File: src/rtl/reg_hazard_scoreboard.sv
// Hazard detection and forwarding-select unit: tracks in-flight writes, stalls on early load use.
// Optional macro RHS_PERF_CNT_EN adds saturating stall/forward performance counters.
module reg_hazard_scoreboard #(
  parameter int NREG   = 32,
  parameter int AW     = $clog2(NREG),
  parameter int NSRC   = 2,
  parameter int LAT    = 3,
  parameter int LD_RDY = 1,
  parameter int KILL   = 1,
  parameter int SW     = $clog2(LAT + 1)
) (
  input  logic                 clk,
  input  logic                 reset,
  input  logic                 i_id_valid,
  input  logic [AW-1:0]        i_id_rd,
  input  logic                 i_id_we,
  input  logic                 i_id_ld,
  input  logic [NSRC*AW-1:0]   i_id_rs,
  input  logic [NSRC-1:0]      i_id_rs_used,
  input  logic                 i_flush,
  output logic                 o_id_stall,
  output logic [NSRC*SW-1:0]   o_ex_fwd_sel,
`ifdef RHS_PERF_CNT_EN
  output logic                 o_ex_valid,
  output logic [31:0]          o_perf_stall_cnt,
  output logic [31:0]          o_perf_fwd_cnt
`else
  output logic                 o_ex_valid
`endif
);

  // The WB slot never changes a decision (write-before-read register file),
  // so only the searchable slots 0..LAT-2 are stored.
  localparam int NK = LAT - 1;
  localparam int NS = (LAT > 1) ? LAT - 1 : 1;

  logic [NS-1:0] r_v;
  logic [NS-1:0] r_ld;
  logic [AW-1:0] r_rd [NS];
  logic [SW-1:0] r_fwd_sel [NSRC];
  logic          r_ex_valid;

  logic [NS-1:0]   w_live;
  logic [NSRC-1:0] w_src_stall;
  logic [SW-1:0]   w_sel [NSRC];
  logic            w_stall;
  logic            w_accept;
  logic            w_push;

  always_comb begin
    for (int k = 0; k < NS; k++) begin
      w_live[k] = r_v[k] & ~(i_flush & (k < KILL));
    end
  end

  // Oldest-to-youngest scan so the youngest matching producer wins.
  always_comb begin
    for (int s = 0; s < NSRC; s++) begin
      w_sel[s]       = '0;
      w_src_stall[s] = 1'b0;
      if (i_id_rs_used[s] && (i_id_rs[s*AW +: AW] != '0)) begin
        for (int k = NK - 1; k >= 0; k--) begin
          if (w_live[k] && (r_rd[k] == i_id_rs[s*AW +: AW])) begin
            w_sel[s]       = SW'(k + 1);
            w_src_stall[s] = r_ld[k] && (k < LD_RDY);
          end
        end
      end
    end
  end

  assign w_stall    = i_id_valid & ~i_flush & ~reset & (|w_src_stall);
  assign w_accept   = i_id_valid & ~i_flush & ~w_stall;
  assign w_push     = w_accept & i_id_we & (i_id_rd != '0);
  assign o_id_stall = w_stall;
  assign o_ex_valid = r_ex_valid;

  always_ff @(posedge clk) begin
    if (reset) begin
      r_v        <= '0;
      r_ld       <= '0;
      r_ex_valid <= 1'b0;
      for (int k = 0; k < NS; k++) begin
        r_rd[k] <= '0;
      end
    end else begin
      r_v[0]     <= w_push;
      r_ld[0]    <= w_push & i_id_ld;
      r_rd[0]    <= i_id_rd;
      r_ex_valid <= w_accept;
      for (int k = 1; k < NS; k++) begin
        r_v[k]  <= w_live[k-1];
        r_ld[k] <= r_ld[k-1];
        r_rd[k] <= r_rd[k-1];
      end
    end
  end

  for (genvar gi = 0; gi < NSRC; gi++) begin : g_fwd
    always_ff @(posedge clk) begin
      if (reset) begin
        r_fwd_sel[gi] <= '0;
      end else begin
        r_fwd_sel[gi] <= w_accept ? w_sel[gi] : '0;
      end
    end
    assign o_ex_fwd_sel[gi*SW +: SW] = r_fwd_sel[gi];
  end

`ifdef RHS_PERF_CNT_EN
  logic [31:0] r_perf_stall_cnt;
  logic [31:0] r_perf_fwd_cnt;

  always_ff @(posedge clk) begin
    if (reset) begin
      r_perf_stall_cnt <= '0;
      r_perf_fwd_cnt   <= '0;
    end else begin
      if (w_stall && (r_perf_stall_cnt != 32'hFFFF_FFFF)) begin
        r_perf_stall_cnt <= r_perf_stall_cnt + 32'd1;
      end
      if ((|o_ex_fwd_sel) && (r_perf_fwd_cnt != 32'hFFFF_FFFF)) begin
        r_perf_fwd_cnt <= r_perf_fwd_cnt + 32'd1;
      end
    end
  end

  assign o_perf_stall_cnt = r_perf_stall_cnt;
  assign o_perf_fwd_cnt   = r_perf_fwd_cnt;
`endif

endmodule
File: config.mk
export PLATFORM = sky130hd
export DESIGN_NAME = reg_hazard_scoreboard
export DESIGN_NICKNAME = d
export VERILOG_FILES = /design/src/rtl/reg_hazard_scoreboard.sv
export SDC_FILE = /design/constraint.sdc
export NUM_CORES = 1
export LEC_CHECK = 0
export ABC_CLOCK_PERIOD_IN_PS = 3640
export CORE_MARGIN = 10
export CORE_UTILIZATION = 43
export DETAILED_ROUTE_END_ITERATION = 10
export PLACE_DENSITY_LB_ADDON = 0.12
export SLEW_MARGIN = 40
export SYNTH_ARGS = -nofsm -noshare
export SYNTH_HDL_FRONTEND = slang
export SYNTH_SLANG_ARGS = --single-unit
File: constraint.sdc
create_clock -name clk -period 3.64 [get_ports clk]
set_input_delay 1.092 -clock clk [delete_from_list [all_inputs] [get_ports clk]]
set_output_delay 1.092 -clock clk [all_outputs]
set_load 0.03 [all_outputs]
==> impl_metrics.py, run 1 <==
metrics = {
    "sta": {
        "whs_ns": 0.524,
        "fin_skew_ns": 0.0165,
        "setup_violations": 0,
        "max_freq_ghz": 0.276,
        "worst_pin_slew_ns": 0.314,
        "final.min_clock_period_ns": 3.63,
        "slew_headroom_pct": 79.0,
        "slew_viol_final": 0,
        "finalHoldViolations": 0,
        "finalCritPeriodShare_pct": 99.6,
    },
    "synth": {
        "async_flop_share_pct": 0,
        "synth_area_um2": 841,
        "synth_seq_cells": 18,
        "ys_seq_area_share_pct": 42.9,
        "yosysWarnings": 0,
        "netlist_instances": 81,
        "synth_flop_cell": "dfxtp_1",
        "synth_top_cell_by_area": "dfxtp_1",
        "synth_edf_count": 0,
        "synth_nets": 104,
        "yosysTopAreaCellShare_pct": 42.9,
        "yosys-top-cells-area": "dfxtp_1 43%, xnor2_1 12%, xor2_1 8.3%",
        "ys_types": 24,
        "avgSynthCellArea_um2": 10.4,
    },
    "finish": {
        "layout_commonest_cell": "buf_4",
        "final_area_mm2": 0.00141,
        "num-fill-cells": 120,
        "antenna_cells": 0,
        "syn2layout_area_growth_pct": 67.6,
        "final_nets": 163,
        "layout_common_cells": "26 x buf_4, 18 x dfxtp_1, 16 x clkdlybuf4s50_1",
        "drive_gt1_share_pct": 35.3,
    },
    "grt": {
        "grt_max_degree": 13,
        "overflow": 0,
        "grt_pass1_wl_mm": 4.10,
        "grt_use_total_pct": 12.3,
        "grt_pass1_vias": 867,
        "antenna_found_initial": 0,
    },
    "worst_setup_path": {
        "cp-end-kind": "primary output",
        "cp_top_family": "simple AND/OR/NAND/NOR gates",
        "crit_type": "in2out",
        "crit_path_start_kind": "input pin",
        "path_buf_inv": 3,
        "slowest_delay_ns": 0.33,
        "path_cells": "clkdlybuf4s15_1 > buf_4 > xnor2_1 > nand4_1 > nor4_4 > o21a_2 > and2_4 > buf_6",
        "critPathMaxFanout": 2,
        "critical_path.slowest_cell": "nor4_4",
        "cp.arrival_ns": 2.53,
        "critPathRequiredTime_ns": 2.55,
    },
    "clock_tree": {
        "clock_sinks": 18,
        "path_clk_slew_ns": 0.09,
        "insertion_delay_ns": 0.31,
        "cts_tree": "done",
        "cts.htree.levels": 1,
        "cts-root-buf": "clkbuf_4",
        "holdBufCountCts": 0,
        "clock_tree.buffer_depth": 2,
        "numCtsBuffers": 3,
    },
    "placed_design": {
        "io_buffers": 28,
        "place_hpwl_mm": 1.84,
        "gp_congestion": 0.849,
        "placed_cell_area_mm2": 0.00129,
    },
    "pwr": {
        "powerDensity_mw_per_mm2": 297,
        "pwr-share-clk_pct": 30.2,
        "pwr-share-comb_pct": 19.7,
        "swShare_pct": 24.9,
        "power.internal_uw": 315,
        "p_leak_uw": 0.000561,
        "peakVddDrop_v": 0.000219,
        "p_seq_share_pct": 50.1,
        "p_sw_uw": 104,
    },
    "floorplanning": {
        "pin_count": 29,
        "dieArea_mm2": 0.00412,
        "start_util_pct": 47.2,
        "die_w_um": 64.2,
        "die_height_um": 64.2,
        "rows": 15,
        "coreArea_mm2": 0.00178,
    },
    "drt": {
        "drc": 0,
        "vias": 796,
        "ant_nets": 0,
        "avgViaCountPerCell": 4.85,
        "drt-total-wl_mm": 2.48,
        "drtPass1Iterations": 4,
        "drt_iter0_markers": 17,
        "wl_per_cell_um": 15.1,
    },
    "run": {
        "max-cap-violations": 0,
    },
    "outcome": {
        "status": "complete, no violations",
    },
    "worst_hold_path": {
        "min_path_type": "reg2reg",
    },
}
==> worst reg2reg max path, delay by kind of cell, from the launching register on <==
kind            cells  cell delay [ns]
xor+xnor            1             0.14
compound gates      1             0.20
buf+inv             2             0.20
simple gates        3             0.58
flops               1             0.42
==> layout make-up <==
cell class	count	area [um^2]	share of cell area [%]
Tap cell	25	31.3	2.22
Sequential cell	18	360	25.6
Multi-Input combinational cell	62	513	36.4
Clock buffer	4	36.3	2.58
Timing Repair Buffer	55	468	33.2
==> Yosys cell counts (2+ instances only) <==
cell type / instances
nor2_1: 4
xnor2_1: 12
nor4_1: 3
or4_1: 2
a2111oi_2: 2
nor2b_1: 10
xor2_1: 8
dfxtp_1: 18
nand2_1: 2
nor3b_1: 2
nor3_1: 2
nand3_1: 3
nand4_1: 2
==> layer usage <==
| metal | GRT usage (%) | vias to the layer above | wire (um) |
|---|---|---|---|
| met3 | 3.66 | 5 | 111 |
| met4 | 4.01 | 0 | 34 |
| met1 | 14.7 | 366 | 1130 |
| li1 | - | 397 | - |
| met2 | 20.5 | 28 | 1210 |
| met5 | 0 | - | 0 |
==> state kept, by name (all words and copies together) (netlist names) <==
signal	count
r_rd	10
r_fwd_sel	4
r_v	2
o_ex_valid	1
r_ld	1
==> power groups by stage <==
| stage | sequential [uW] | combinational, uW | clock (uW) |
|---|---|---|---|
| 6_report | 210 | 82.4 | 126 |
| 5_1_grt | 211 | 88.8 | 140 |
| 4_1_cts | 209 | 79.2 | 125 |
| 3_5_place_dp | 214 | 77.0 | 0 |
| 3_3_place_gp | 214 | 75.1 | 0 |
| 2_1_floorplan | 213 | 28.2 | 0 |
==> cells by family after synthesis <==
kind of cell / synth area share (%)
and+or+nand+nor: 27.4
xor gates and xnor gates: 20.8
DFF: 42.9
AOI/OAI and AO/OA: 8.48
buffers and inverters: 0.446
==> worst paths after layout <==
check / cells after the start / slack [ns] / endpoint / from
min reg2reg: 1 / 0.52 / r_rd[0][7] / r_rd[0][2]
max: 8 / 0.01 / o_id_stall / i_id_rs[3]
max reg2reg: 7 / 2.04 / r_v[0] / r_rd[0][4]
min: 1 / 0.52 / r_rd[0][7] / r_rd[0][2]
==> metrics by stage <==
step	setup TNS, ns	instances	power, uW	utilization, %	worst slack, ns
floorplan	0	81	241	-	0.220
global placement	-0.265	152	289	72.3	-0.265
detailed placement	-0.283	152	291	72.3	-0.283
CTS	0	161	413	77.1	0.00186
global route	-0.0369	164	440	79.0	-0.0369
finish	0	164	419	79.0	0.0135
==> what timing repair did <==
item	in CTS	in global routing
pin swaps	9	3
resized for setup	32	3
setup endpoints to repair	1	1
buffers inserted	5	3
Power figures use the tool's default switching activity.
==> run 2: changes to the inputs <==
--- a/config.mk
+++ b/config.mk
@@ -8,6 +8,7 @@
 export ABC_CLOCK_PERIOD_IN_PS = 3640
 export CORE_MARGIN = 10
 export CORE_UTILIZATION = 43
+export CTS_CLUSTER_DIAMETER = 60
 export DETAILED_ROUTE_END_ITERATION = 10
 export PLACE_DENSITY_LB_ADDON = 0.12
 export SLEW_MARGIN = 40
==> results of run 2 <==
Final layout, timing and power as in run 1 (identical DEF).
